$ cat config.mk
export PLATFORM = sky130hd
export DESIGN_NAME = mem_port_arbiter_flat
export DESIGN_NICKNAME = d
export VERILOG_FILES = /design/src/rtl/mem_port_arbiter_if.sv /design/src/rtl/mem_port_arbiter.sv /design/src/flat_wrapper.sv
export SDC_FILE = /design/constraint.sdc
export NUM_CORES = 1
export LEC_CHECK = 0
export BUFFER_PORTS_ARGS = -buffer_cell sky130_fd_sc_hd__buf_2
export CORE_AREA = 2 2 108 110
export DETAILED_ROUTE_END_ITERATION = 16
export DIE_AREA = 0 0 110 112
export HOLD_SLACK_MARGIN = 0.12
export PLACE_DENSITY = 0.49
export SETUP_SLACK_MARGIN = 0.5
export SYNTH_ARGS = -nofsm -noshare
export SYNTH_HDL_FRONTEND = slang
export SYNTH_SLANG_ARGS = --single-unit
export TNS_END_PERCENT = 10
$ cat constraint.sdc
create_clock -name clk -period 0.8 [get_ports clk]
set_input_delay 0.08 -clock clk [delete_from_list [all_inputs] [get_ports clk]]
set_output_delay 0.08 -clock clk [all_outputs]
set_load 0.02 [all_outputs]
$ cat src/rtl/mem_port_arbiter_if.sv
// Bus bundle around the shared memory port arbiter.
// Carries the instruction-fetch requester, the load/store requester and the
// memory-side signals. The arbiter takes the slave view; the core datapath
// plus the memory together take the master view.
interface mem_port_arbiter_if #(
  parameter int ADDR_W = 32,
  parameter int DATA_W = 32
);
  // instruction fetch (port 0)
  logic              if_req;
  logic [ADDR_W-1:0] if_addr;
  logic              if_gnt;
  logic              if_rvalid;
  logic [DATA_W-1:0] if_rdata;
  // load/store (port 1)
  logic              ls_req;
  logic              ls_we;
  logic [ADDR_W-1:0] ls_addr;
  logic [DATA_W-1:0] ls_wdata;
  logic [3:0]        ls_be;
  logic              ls_gnt;
  logic              ls_rvalid;
  logic [DATA_W-1:0] ls_rdata;
  // memory side
  logic [ADDR_W-1:0] mem_addr;
  logic [DATA_W-1:0] mem_wdata;
  logic              mem_we;
  logic [3:0]        mem_be;
  logic [DATA_W-1:0] mem_rdata;

  modport slave (
    input  if_req, if_addr,
    output if_gnt, if_rvalid, if_rdata,
    input  ls_req, ls_we, ls_addr, ls_wdata, ls_be,
    output ls_gnt, ls_rvalid, ls_rdata,
    output mem_addr, mem_wdata, mem_we, mem_be,
    input  mem_rdata
  );

  modport master (
    output if_req, if_addr,
    input  if_gnt, if_rvalid, if_rdata,
    output ls_req, ls_we, ls_addr, ls_wdata, ls_be,
    input  ls_gnt, ls_rvalid, ls_rdata,
    input  mem_addr, mem_wdata, mem_we, mem_be,
    output mem_rdata
  );
endinterface

$ cat src/rtl/mem_port_arbiter.sv
// Shares one synchronous memory port between instruction fetch (port 0) and
// load/store (port 1). One transaction outstanding at a time; the response is
// routed back to whichever port was granted.
// Build option: define MEM_ARB_RR_EN for round-robin arbitration on ties;
// otherwise load/store always beats fetch.
//
// state     | meaning
// ST_IDLE   | nothing outstanding, arbitration open
// ST_WAIT   | memory access in flight, cnt_q counts down to 0
// ST_RESP   | memory data valid this cycle, arbitration open again
module mem_port_arbiter #(
  parameter int ADDR_W      = 32,
  parameter int DATA_W      = 32,
  parameter int MEM_LATENCY = 1
) (
  input  logic                clk,
  input  logic                reset,
  input  logic                ce,
  mem_port_arbiter_if.slave   bus
);

  localparam logic [1:0] ST_IDLE = 2'd0;
  localparam logic [1:0] ST_WAIT = 2'd1;
  localparam logic [1:0] ST_RESP = 2'd2;

  // latency 1 goes straight to RESP and never uses the counter
  localparam logic [2:0] CNT_INIT = (MEM_LATENCY > 1) ? 3'(MEM_LATENCY - 2) : 3'd0;

  logic [1:0] state_q, state_d;
  logic [2:0] cnt_q, cnt_d;
  logic       owner_q, owner_d;
`ifdef MEM_ARB_RR_EN
  logic       last_q, last_d;
`endif

  logic arb_open;
  logic ls_wins_tie;
  logic grant_ls;
  logic grant_if;
  logic launch;
  logic resp_fire;

  logic [ADDR_W-1:0] mem_addr_c;
  logic [DATA_W-1:0] mem_wdata_c;

  // arbitration: open in IDLE and RESP only while clocked and out of reset
  always_comb begin
    arb_open = ce && !reset && ((state_q == ST_IDLE) || (state_q == ST_RESP));
`ifdef MEM_ARB_RR_EN
    // the port that did not win last time takes the tie
    ls_wins_tie = (last_q == 1'b0);
`else
    ls_wins_tie = 1'b1;
`endif
    grant_ls  = arb_open && bus.ls_req && (!bus.if_req || ls_wins_tie);
    grant_if  = arb_open && bus.if_req && !grant_ls;
    launch    = grant_ls || grant_if;
    resp_fire = ce && !reset && (state_q == ST_RESP);
  end

  // memory request mux: only the winner of this cycle drives the port
  always_comb begin
    mem_addr_c  = '0;
    mem_wdata_c = '0;
    bus.mem_we  = 1'b0;
    bus.mem_be  = 4'b0000;
    if (grant_ls) begin
      mem_addr_c  = bus.ls_addr;
      mem_wdata_c = bus.ls_wdata;
      bus.mem_we  = bus.ls_we;
      bus.mem_be  = bus.ls_be;
    end else if (grant_if) begin
      mem_addr_c  = bus.if_addr;
    end
    bus.mem_addr  = mem_addr_c;
    bus.mem_wdata = mem_wdata_c;
  end

  // requester handshake and response routing
  always_comb begin
    bus.if_gnt    = grant_if;
    bus.ls_gnt    = grant_ls;
    bus.if_rvalid = resp_fire && !owner_q;
    bus.ls_rvalid = resp_fire && owner_q;
    bus.if_rdata  = bus.mem_rdata;
    bus.ls_rdata  = bus.mem_rdata;
  end

  // next-state: everything holds while ce is low so a RESP is re-presented
  always_comb begin
    state_d = state_q;
    cnt_d   = cnt_q;
    owner_d = owner_q;
`ifdef MEM_ARB_RR_EN
    last_d  = last_q;
`endif
    if (ce) begin
      case (state_q)
        ST_IDLE: state_d = ST_IDLE;
        ST_WAIT: begin
          if (cnt_q == 3'd0) state_d = ST_RESP;
          else               cnt_d   = cnt_q - 3'd1;
        end
        ST_RESP: state_d = ST_IDLE;
        default: state_d = ST_IDLE;
      endcase
      // a grant in IDLE or RESP starts the next transaction
      if (launch) begin
        state_d = (MEM_LATENCY == 1) ? ST_RESP : ST_WAIT;
        cnt_d   = CNT_INIT;
        owner_d = grant_ls;
`ifdef MEM_ARB_RR_EN
        last_d  = grant_ls;
`endif
      end
    end
  end

  // state registers, synchronous reset drops any outstanding response
  always_ff @(posedge clk) begin
    if (reset) begin
      state_q <= ST_IDLE;
      cnt_q   <= 3'd0;
      owner_q <= 1'b0;
`ifdef MEM_ARB_RR_EN
      last_q  <= 1'b0;
`endif
    end else begin
      state_q <= state_d;
      cnt_q   <= cnt_d;
      owner_q <= owner_d;
`ifdef MEM_ARB_RR_EN
      last_q  <= last_d;
`endif
    end
  end

`ifndef SYNTHESIS
  // requesters must hold req until granted
  a_if_req_held: assert property (@(posedge clk) disable iff (reset)
    (bus.if_req && !bus.if_gnt) |=> bus.if_req);
  a_ls_req_held: assert property (@(posedge clk) disable iff (reset)
    (bus.ls_req && !bus.ls_gnt) |=> bus.ls_req);
`endif

endmodule

$ cat src/flat_wrapper.sv
// flat-port wrapper written by rule: the top's interface ports become plain ports
module mem_port_arbiter_flat 
#(
  parameter int ADDR_W      = 32,
  parameter int DATA_W      = 32,
  parameter int MEM_LATENCY = 1
)
  (clk, reset, ce, bus_if_req, bus_if_addr, bus_if_gnt, bus_if_rvalid, bus_if_rdata, bus_ls_req, bus_ls_we, bus_ls_addr, bus_ls_wdata, bus_ls_be, bus_ls_gnt, bus_ls_rvalid, bus_ls_rdata, bus_mem_addr, bus_mem_wdata, bus_mem_we, bus_mem_be, bus_mem_rdata);
  mem_port_arbiter_if #(.ADDR_W(ADDR_W), .DATA_W(DATA_W)) bus_i ();
  input  logic clk;
  input  logic reset;
  input  logic ce;
  input wire logic [$bits(bus_i.if_req)-1:0] bus_if_req;
  input wire logic [$bits(bus_i.if_addr)-1:0] bus_if_addr;
  output wire logic [$bits(bus_i.if_gnt)-1:0] bus_if_gnt;
  output wire logic [$bits(bus_i.if_rvalid)-1:0] bus_if_rvalid;
  output wire logic [$bits(bus_i.if_rdata)-1:0] bus_if_rdata;
  input wire logic [$bits(bus_i.ls_req)-1:0] bus_ls_req;
  input wire logic [$bits(bus_i.ls_we)-1:0] bus_ls_we;
  input wire logic [$bits(bus_i.ls_addr)-1:0] bus_ls_addr;
  input wire logic [$bits(bus_i.ls_wdata)-1:0] bus_ls_wdata;
  input wire logic [$bits(bus_i.ls_be)-1:0] bus_ls_be;
  output wire logic [$bits(bus_i.ls_gnt)-1:0] bus_ls_gnt;
  output wire logic [$bits(bus_i.ls_rvalid)-1:0] bus_ls_rvalid;
  output wire logic [$bits(bus_i.ls_rdata)-1:0] bus_ls_rdata;
  output wire logic [$bits(bus_i.mem_addr)-1:0] bus_mem_addr;
  output wire logic [$bits(bus_i.mem_wdata)-1:0] bus_mem_wdata;
  output wire logic [$bits(bus_i.mem_we)-1:0] bus_mem_we;
  output wire logic [$bits(bus_i.mem_be)-1:0] bus_mem_be;
  input wire logic [$bits(bus_i.mem_rdata)-1:0] bus_mem_rdata;
  assign bus_i.if_req = bus_if_req;
  assign bus_i.if_addr = bus_if_addr;
  assign bus_if_gnt = bus_i.if_gnt;
  assign bus_if_rvalid = bus_i.if_rvalid;
  assign bus_if_rdata = bus_i.if_rdata;
  assign bus_i.ls_req = bus_ls_req;
  assign bus_i.ls_we = bus_ls_we;
  assign bus_i.ls_addr = bus_ls_addr;
  assign bus_i.ls_wdata = bus_ls_wdata;
  assign bus_i.ls_be = bus_ls_be;
  assign bus_ls_gnt = bus_i.ls_gnt;
  assign bus_ls_rvalid = bus_i.ls_rvalid;
  assign bus_ls_rdata = bus_i.ls_rdata;
  assign bus_mem_addr = bus_i.mem_addr;
  assign bus_mem_wdata = bus_i.mem_wdata;
  assign bus_mem_we = bus_i.mem_we;
  assign bus_mem_be = bus_i.mem_be;
  assign bus_i.mem_rdata = bus_mem_rdata;
  mem_port_arbiter #(.ADDR_W(ADDR_W), .DATA_W(DATA_W), .MEM_LATENCY(MEM_LATENCY)) u_core (.clk(clk), .reset(reset), .ce(ce), .bus(bus_i));
endmodule
==> qor.csv <==
stage;metric;value;unit
outcome;status;finished, violations left;
outcome;failed_checks;setup timing;
sta;maxSlewViolCount;0;
clock_tree;clockBufferDepth;2;
detailed_routing;postRouteAntennaNets;0;
layout;final-seq-area;45.0;um2
clock_tree;cts-root-buf;clkbuf_16;
power_and_ir_drop;p_leak;1.36;nW
place;routabilityCongestion;0.795;
floorplan;start_util;0.130;
worst_setup_path;ff2ff_path_depth;2;
place;hpwlAfterDp;4.96;mm
worst_setup_path;required;0.72;ns
sta;finalCritPeriodShare;1.26;
grt;grt_start_max_net_pins;48;
synth;synth_top_cell_area_share;0.336;
layout;layout-drive-gt1-share;0.774;
worst_setup_path;crit_type;register to output port;
worst_setup_path;crit_buf_inv;1;
place;port_buffers;178;
grt;globalRouteTotalUtil;0.0884;
worst_setup_path;worstReg2RegEnd;u_core.owner_q$_SDFFE_PP0P_;
detailed_routing;post_drt_wl_per_cell;12.9;um
power_and_ir_drop;powerDensity;711;mW/mm2
detailed_routing;via_per_inst;3.81;
power_and_ir_drop;power;0.00212;W
clock_tree;tritoncts;done;
sta;hold_viol;0;
sta;finClkSkew;0;ns
worst_setup_path;cp-end-kind;output port;
layout;fin_nets;480;
synth;synth_top_area_cell;buf_4;
detailed_routing;drt_iter0_drc;31;
job;drv_cap;0;
clock_tree;clk_latency;0.22;ns
layout;multi_input_area;0.00127;mm2
sta;relSlewSlack;0.862;
sta;rsz0062_at_grt;true;
detailed_routing;drt_pass1_iterations;4;
worst_setup_path;slowest_delay;0.35;ns
worst_setup_path;critPathSlowestCell;dfxtp_4;
synth;ys_ff_latch;2;
synth;syn_avg_cell_area;6.34;um2
floorplan;fp.dieW;110;um
worst_setup_path;cp_cell_sequence;and4b_1 -> buf_4;
floorplan;core-area;0.0112;mm2
clock_tree;cts_made_buffers;3;
detailed_routing;wl;6.23;mm
power_and_ir_drop;irDropWorstVdd;1.59;mV
detailed_routing;vias;1838;
worst_setup_path;worstReg2RegStart;u_core.owner_q$_SDFFE_PP0P_;
synth;syn_inst;229;
layout;antenna_cells;0;
synth;ys.flop_type;dfxtp_1;
grt;grt_first_pass_wirelength;8.71;mm
clock_tree;h-tree-depth;1;
clock_tree;clk_pin_slew;0.03;ns
place;place_ws;-0.237;ns
sta;period_needed;1.01;ns
hold_path;hold_class;input port to register;
synth;netlist_area;0.00145;mm2
synth;synth_commonest_cells;buf_4 (65), and2_1 (37), a21oi_1 (33), nand2_1 (33), nand3b_1 (32);
sta;fmax;994;MHz
floorplan;die_area;0.0123;mm2
synth;seq_area_frac_synth;0.0276;
clock_tree;cts_sinks;2;
floorplan;io_pins;275;
grt;grt_pass1_vias;1757;
worst_setup_path;cp.depth;2;
worst_setup_path;critPathTopFamily;flip-flops;
grt;antenna_found_initial;0;
worst_setup_path;critPathLaunchType;register;
synth;yosys_warnings;0;
layout;fillers;1179;
sta;setup_ws;-0.206;ns
synth;ys_types;16;
synth;synth_edf_count;0;
synth;synthArstFlopShare;0;
grt;grt_overflow;0;
detailed_routing;drc_errors;0;
worst_setup_path;r2r_slack;0.01;ns
sta;worstMarginPinSlew;0.207;ns
synth;ys_top_cells_by_area;buf_4 (34%), nand3b_1 (17%), and2_1 (16%), a21oi_1 (11%), nand2_1 (8.5%);
worst_setup_path;cp-startpoint;u_core.owner_q$_SDFFE_PP0P_;
floorplan;die_y;112;um
worst_setup_path;crit_arrival;0.93;ns
worst_setup_path;worstSetupEndpoint;bus_ls_rvalid;
floorplan;rows;39;
sta;setup_viol;73;
synth;yosysMostFrequentCell;buf_4;
layout;syn2layout_area_growth;105;%
synth;syn_nets;367;
hold_path;hold_start;reset;
worst_setup_path;cp_max_fo;3;
clock_tree;cts_setup_buffers;0;
-- layout by cell type (no fill, tap or decap), types with 2 or more instances in the layout --
master | synthesis | layout
nand2_1 | 33 | 33
a21oi_2 | 0 | 3
nor3b_4 | 0 | 2
buf_12 | 0 | 7
buf_2 | 13 | 112
a21oi_4 | 0 | 30
and2_4 | 0 | 21
buf_4 | 65 | 28
nor2_1 | 2 | 2
clkbuf_16 | 0 | 3
and2_2 | 0 | 8
nand3b_1 | 32 | 32
and2_1 | 37 | 8
buf_6 | 2 | 43
-- how the worst min path moves through the flow --
stage	cells past startpoint	endpoint	slack (ns)
after floorplan	1	u_core.owner_q$_SDFFE_PP0P_	0.15
after global placement	0	bus_if_rdata[14]	0.16
after detailed placement	0	bus_if_rdata[14]	0.16
after CTS	3	u_core.owner_q$_SDFFE_PP0P_	0.11
after global routing	3	u_core.owner_q$_SDFFE_PP0P_	0.12
final	3	u_core.owner_q$_SDFFE_PP0P_	0.11
-- cell type report --
class,instances,area share
clock buffer,3,0.0252
multi-input combinational,144,0.426
sequential,2,0.0151
tap,143,0.0601
timing repair buffer,191,0.474
-- sequential cells by signal, indices dropped and copies added (netlist names) --
name,cells
u_core.state_q,1
u_core.owner_q,1
-- kinds of logic after synthesis --
group           Yosys count  synth area share
compound gates           35             0.126
buf+inv                  83             0.404
flops                     2            0.0276
simple gates            109             0.443
-- what timing repair did --
| action | 4_1_cts | 5_1_grt |
|---|---|---|
| pin swaps | 5 | 5 |
| endpoints found under the setup margin | 75 | 75 |
| hold endpoints to repair | 1 | 1 |
| gates resized for setup | 56 | 60 |
-- per-layer routing --
metal,up-vias,GRT usage,wire (um)
li1,900,-,-
met3,36,0.0152,473
met5,-,0,0
met2,83,0.153,3230
met1,819,0.102,2250
met4,0,0.0447,272
-- stage by stage --
stage | TNS [ns] | utilization | std cells | hold slack, ns | instance area [um2]
after floorplan | 0 | - | 229 | 0.149 | 1970
after global placement | -14.76 | 0.229 | 480 | 0.160 | 2560
after detailed placement | -15.07 | 0.229 | 480 | 0.160 | 2560
after CTS | -13.16 | 0.251 | 483 | 0.114 | 2810
after global routing | -14.05 | 0.266 | 483 | 0.116 | 2980
final | -10.91 | 0.266 | 483 | 0.111 | 2980
-- worst register-to-register path, delay by kind of cell, from the launching register on --
| family | cells | cell delay (ns) |
|---|---|---|
| flip-flops | 1 | 0.35 |
| AO/OA/AOI/OAI | 2 | 0.37 |
-- power by group --
group | switching [W] | internal [W] | leakage [nW] | total (W)
logic | 0.000618 | 0.000634 | 1.31 | 0.00125
registers | 0.00000687 | 0.000107 | 0.0175 | 0.000114
clock network | 0.000114 | 0.000636 | 0.0370 | 0.000750
(Power assumes the default switching activity.)
